--- src/rtl/program_loader.sv ---
// Program loader: receives a length-prefixed stream of 16-bit instruction
// words plus a trailing checksum, writes the words into instruction memory
// and releases the processor only once the checksum has matched.
//
//   state    | meaning
//   ---------+-----------------------------------------------------------
//   ST_IDLE  | waiting for start, processor held in reset
//   ST_LOAD  | accepting program words and writing them to memory
//   ST_CHECK | waiting for the checksum word
//   ST_DONE  | program loaded and verified, processor released
//   ST_ERR   | bad length or checksum mismatch, processor held
module program_loader #(
  parameter int MAX_WORDS = 256
) (
  input  logic        clock,
  input  logic        resetn,
  input  logic        start,
  input  logic [15:0] length,
  input  logic        word_valid,
  input  logic [15:0] word_in,
  output logic        word_ready,
  output logic        mem_we,
  output logic [15:0] mem_addr,
  output logic [15:0] mem_wdata,
  output logic        cpu_hold,
  output logic        done,
  output logic        error
);

  // 17 bits so a MAX_WORDS of 65536 still compares correctly against length
  localparam logic [16:0] MAX_LEN = 17'(MAX_WORDS);

  typedef enum logic [2:0] {
    ST_IDLE,
    ST_LOAD,
    ST_CHECK,
    ST_DONE,
    ST_ERR
  } state_t;

  state_t      state_q, state_d;
  logic [15:0] len_q;
  logic [15:0] cnt_q;
  logic [15:0] sum_q;
  logic        accept;
  logic        start_en;
  logic        len_bad;

  assign start_en = start && ((state_q == ST_IDLE) || (state_q == ST_DONE) ||
                              (state_q == ST_ERR));
  assign len_bad  = (length == 16'd0) || ({1'b0, length} > MAX_LEN);
  assign accept   = word_valid && word_ready;

  assign word_ready = (state_q == ST_LOAD) || (state_q == ST_CHECK);
  assign cpu_hold   = (state_q != ST_DONE);
  assign done       = (state_q == ST_DONE);
  assign error      = (state_q == ST_ERR);

  // State register
  always_ff @(posedge clock) begin
    if (!resetn) state_q <= ST_IDLE;
    else         state_q <= state_d;
  end

  // Next-state decode
  always_comb begin
    state_d = state_q;
    case (state_q)
      ST_IDLE, ST_DONE, ST_ERR: begin
        if (start_en) state_d = len_bad ? ST_ERR : ST_LOAD;
      end
      ST_LOAD: begin
        if (accept && ((cnt_q + 16'd1) == len_q)) state_d = ST_CHECK;
      end
      ST_CHECK: begin
        if (accept) state_d = (word_in == sum_q) ? ST_DONE : ST_ERR;
      end
      default: state_d = ST_IDLE;
    endcase
  end

  // Session bookkeeping and the one-cycle-latency memory write port
  always_ff @(posedge clock) begin
    if (!resetn) begin
      len_q     <= '0;
      cnt_q     <= '0;
      sum_q     <= '0;
      mem_we    <= 1'b0;
      mem_addr  <= '0;
      mem_wdata <= '0;
    end else begin
      mem_we <= 1'b0;
      if (start_en && !len_bad) begin
        len_q <= length;
        cnt_q <= '0;
        sum_q <= '0;
      end else if ((state_q == ST_LOAD) && accept) begin
        mem_we    <= 1'b1;
        mem_addr  <= cnt_q;
        mem_wdata <= word_in;
        cnt_q     <= cnt_q + 16'd1;
        sum_q     <= sum_q + word_in;
      end
    end
  end

endmodule

--- config.mk ---
export PLATFORM = sky130hd
export DESIGN_NAME = program_loader
export DESIGN_NICKNAME = d
export VERILOG_FILES = /design/src/rtl/program_loader.sv
export SDC_FILE = /design/constraint.sdc
export NUM_CORES = 1
export LEC_CHECK = 0
export CAP_MARGIN = 20
export CORE_ASPECT_RATIO = 1.4
export CORE_MARGIN = 3
export CORE_UTILIZATION = 52
export CTS_BUF_LIST = sky130_fd_sc_hd__clkbuf_8
export DETAILED_ROUTE_END_ITERATION = 16
export GPL_TIMING_DRIVEN = 1
export PLACE_DENSITY_LB_ADDON = 0.05
export SLEW_MARGIN = 20
export SYNTH_ARGS = -nofsm -noshare
export SYNTH_HDL_FRONTEND = slang
export SYNTH_SLANG_ARGS = --single-unit
--- constraint.sdc ---
create_clock -name clock -period 3.1 [get_ports clock]
set_input_delay 0.465 -clock clock [delete_from_list [all_inputs] [get_ports clock]]
set_output_delay 0.465 -clock clock [all_outputs]
set_load 0.005 [all_outputs]
==> out/summary.md <==
The run finished with clean final reports. Maximum resistive drop on vdd: 0.3280 mV. The critical path class is input pin to flip-flop.

The core utilization of the finished layout is 0.6781, and the worst hold slack is 460.0 ps. The endpoint identified for the worst register-to-register timing path is state_q[1]$_SDFFE_PN0P_. Along the worst path, the maximum fanout reaches 3. Row generation in the floorplan step produced 39 rows.

0 antenna diodes ended up in the layout. The non-filler instance count after layout was 723. The clock root buffer master was sky130_fd_sc_hd__clkbuf_8.

The overall global routing resource usage was 0.2214; the number of I/O port buffers was 72. Clock-pin slew was measured on the worst setup and hold paths at 80 ps. For the initial DRC count, the log shows 128. Yosys mapped the design onto 49 distinct sky130hd cell types.

After detailed routing, the number of vias per cell comes to 5.455. The tree built by TritonCTS fans out to 84 sinks. The path class of the tightest hold or removal check is flip-flop to flip-flop.

The cell area after technology mapping is 4424 µm². Capture endpoint of the worst hold path: mem_wdata[3]$_SDFFE_PN0P_. 73 I/O pins were placed. The number of flops mapped to enable cells by yosys works out to 0. After detailed routing, the number of remaining DRC violations is 0.

The run gives 2.077 mW as the total power. The smallest clock period supported by the final layout is computed as 2862 ps. In this run the vertical extent of the chip is 115.1 µm.

Average wire length per cell after detail routing: 14.52 µm. Entering global routing, the biggest net connects 60 pins. In this run the standard cell core region covers 8198 µm². The latest clock arrival within the worst-skew pair was 360 ps. After synthesis the netlist holds a flip-flop and latch count of 84.

Based on the critical path, the design can be clocked at up to 349.3 MHz. The congestion estimate from routability-driven global placement came to 0.8858. The placed standard-cell area came out at 5340 µm².

For this run, the number of Yosys warnings is 0. The H-tree generated during clock tree synthesis spans 3 levels. The synthesized net count came out at 599. In this run the power density over the cells is 373.6 nW/µm². The count of endpoints failing hold in the final timing report was 0. TritonCTS built the clock tree.

For the pin with the worst max-slew slack, the measured transition is 636.8 ps. Summing all non-filler instances in the final layout gives an area of 5559 µm². After the last flow step, the layout net total stands at 671.

The synthesized area per cell was 8.103 µm². The source of the worst hold timing path is mem_wdata[3]$_SDFFE_PN0P_. The area overhead of the layout relative to synthesis works out to 25.65%. The analysis attributes to cell leakage a power of 1.937 nW. The logs give 0 for the number of max-cap violations and 546 for the synthesized instance count. The tools report the starting density of the core as 0.5397.

Worst clock skew: 9.703 ps. The overall overflow remaining after global route was 0. Setup repair after global routing left no endpoint under its margin. The worst hold path was traced through 2 stages.

Remaining antenna violation count after routing: 0. Top-area cell type share of the netlist area: 0.3801. Counting instances in the post-synthesis netlist gives the leading cell types as sky130_fd_sc_hd__nand2_1, sky130_fd_sc_hd__dfxtp_1, sky130_fd_sc_hd__nor2_1, sky130_fd_sc_hd__a21boi_0, sky130_fd_sc_hd__xnor2_1. The area enclosed by the die boundary is 9667 µm², and the remaining max-slew budget at the tightest pin is 0.5754. The half-perimeter wire length after placement is 7748 µm, and the setup slack on the worst flop-to-flop path is 340 ps.

Counting cells, the worst reg-to-reg path comes to 8. The kind of launch point of the worst setup path is an input pin. The detailed-routing iteration count for the pre-antenna-repair pass was 4; the sum of routed wire length over all layers was 10,500 µm. The number of pins exceeding their max-slew limit in the final report is 0, and the final setup violation count is 0. The share of the clock period used by the worst path is 0.9234.

The final route contains 3,944 vias. The share of final-layout standard cells stronger than drive strength 1 is 0.06924, and the proportion of register bits with asynchronous set or reset after synthesis is 0. The sequential element share of the synthesized area was 0.3801; the clock buffer count from CTS was 9. The tools report the global-route wire length before repair as 17,310 µm. The clock passes through at most 2 buffers. Of all cell types, the one taking the most synthesized area is sky130_fd_sc_hd__dfxtp_1. The via count of the first global-routing pass came out at 3,872.

In this run the critical register-to-register path is launched from state_q[0]$_SDFFE_PN0P_. Once the clock tree was built, the setup fixing pass inserted 0 buffers. Signal arrival time at the worst endpoint: 3160 ps. The worst setup path is captured at a flip-flop. The overall die width works out to 83.96 µm. By area the synthesized netlist is led by sky130_fd_sc_hd__dfxtp_1, sky130_fd_sc_hd__nand2_1, sky130_fd_sc_hd__xnor2_1.

Including well taps, the total number of placed cells is 709. The most common cell in the synthesized netlist is sky130_fd_sc_hd__nand2_1. The most frequently used flop master after synthesis was sky130_fd_sc_hd__dfxtp_1. STA puts the critical path data required time at 3400 ps. The tools report the initial antenna violation count as 0.
==> placed cells by master (no fill, tap or decap), types with 3 or more instances in the layout <==
cell / instances
sky130_fd_sc_hd__or3_1: 4
sky130_fd_sc_hd__o21bai_1: 3
sky130_fd_sc_hd__inv_1: 9
sky130_fd_sc_hd__o21ai_0: 9
sky130_fd_sc_hd__ha_1: 16
sky130_fd_sc_hd__nand3_1: 17
sky130_fd_sc_hd__clkbuf_8: 10
sky130_fd_sc_hd__o31ai_1: 5
sky130_fd_sc_hd__xor2_1: 17
sky130_fd_sc_hd__nand2_1: 100
sky130_fd_sc_hd__a21boi_0: 32
sky130_fd_sc_hd__buf_4: 19
sky130_fd_sc_hd__xnor2_1: 32
sky130_fd_sc_hd__a21o_1: 3
sky130_fd_sc_hd__mux2i_1: 11
sky130_fd_sc_hd__and2_1: 9
sky130_fd_sc_hd__nand4_1: 6
sky130_fd_sc_hd__a211oi_1: 5
sky130_fd_sc_hd__clkdlybuf4s50_1: 72
sky130_fd_sc_hd__nor2b_1: 12
sky130_fd_sc_hd__nor2_1: 41
sky130_fd_sc_hd__and4_1: 3
sky130_fd_sc_hd__nor4_1: 11
sky130_fd_sc_hd__dfxtp_1: 84
sky130_fd_sc_hd__nor3_1: 13
sky130_fd_sc_hd__a2bb2oi_1: 3
sky130_fd_sc_hd__nand2b_1: 8
sky130_fd_sc_hd__o22ai_1: 4
sky130_fd_sc_hd__a21oi_1: 27
==> per-layer routing <==
| metal | up-vias | global-route usage | routed length, µm |
|---|---|---|---|
| li1 | 2008 | - | - |
| met1 | 1870 | 0.2133 | 4081 |
| met2 | 49 | 0.4503 | 5969 |
| met3 | 17 | 0.02581 | 193 |
| met4 | 0 | 0.1180 | 252 |
| met5 | - | 0 | 0 |
==> through the flow <==
step	setup WS, ps	TNS, ps
after floorplan	481.4	0
after global placement	-70.01	-70.01
after detailed placement	-192.0	-192.0
after CTS	173.9	0
after global routing	85.69	0
final	237.5	0
==> sequential cells by signal (all words and copies together) (netlist names) <==
name and cells:
cnt_q 16, state_q 3, mem_wdata 16, len_q 16
mem_addr 16, mem_we 1, sum_q 16
==> power breakdown <==
part	switching, mW	leakage [nW]	internal, mW
registers	0.00332	0.677	1.08
clock network	0.388	0.100	0.467
logic	0.0617	1.16	0.0782
==> logic make-up (layout without fill, tap and decap cells) <==
family | count (synthesis) | after routing | share of synthesized area
buffers and inverters | 42 | 117 | 0.03648
DFF | 84 | 84 | 0.3801
and+or+nand+nor | 236 | 236 | 0.2500
muxes | 11 | 11 | 0.02489
xor gates and xnor gates | 49 | 49 | 0.09700
AOI/OAI and AO/OA | 107 | 107 | 0.1618
adders and majority gates | 17 | 17 | 0.04977
==> critical path, cell delays in order <==
cell	delay [ps]
sky130_fd_sc_hd__clkdlybuf4s50_1	470
sky130_fd_sc_hd__ha_1	350
sky130_fd_sc_hd__a211oi_1	260
sky130_fd_sc_hd__buf_4	160
sky130_fd_sc_hd__nor3_1	80
sky130_fd_sc_hd__nor4_2	320
sky130_fd_sc_hd__o31ai_1	150
sky130_fd_sc_hd__o41a_1	330
sky130_fd_sc_hd__xnor2_1	130
sky130_fd_sc_hd__or3_1	300
sky130_fd_sc_hd__a21oi_1	140
==> what timing repair did <==
action	in CTS	in global routing
setup endpoints to repair	0	1
hold buffers	0	0
resized for setup	0	1
==> layout make-up <==
type | count | area (µm²)
clock buffer | 10 | 137.6
clock inverter | 4 | 75.07
fill | 708 | 2639
inverter | 10 | 37.54
multi-input combinational | 420 | 2596
sequential | 84 | 1682
tap | 102 | 127.6
timing repair buffer | 93 | 903.4
==> worst max path at each step <==
| stage | startpoint | end | slack, ps | depth (start not counted) |
|---|---|---|---|---|
| 6_report | word_in[1] | sum_q[15]$_SDFFE_PP0P_ | 240 | 11 |
| 5_1_grt | word_in[1] | sum_q[15]$_SDFFE_PP0P_ | 90 | 11 |
| 4_1_cts | word_in[1] | sum_q[15]$_SDFFE_PP0P_ | 170 | 11 |
| 3_5_place_dp | word_in[1] | sum_q[15]$_SDFFE_PP0P_ | -190 | 11 |
| 3_3_place_gp | word_in[1] | sum_q[15]$_SDFFE_PP0P_ | -70 | 11 |
| 2_1_floorplan | word_in[1] | sum_q[15]$_SDFFE_PP0P_ | 480 | 9 |
(Power assumes the default switching activity.)
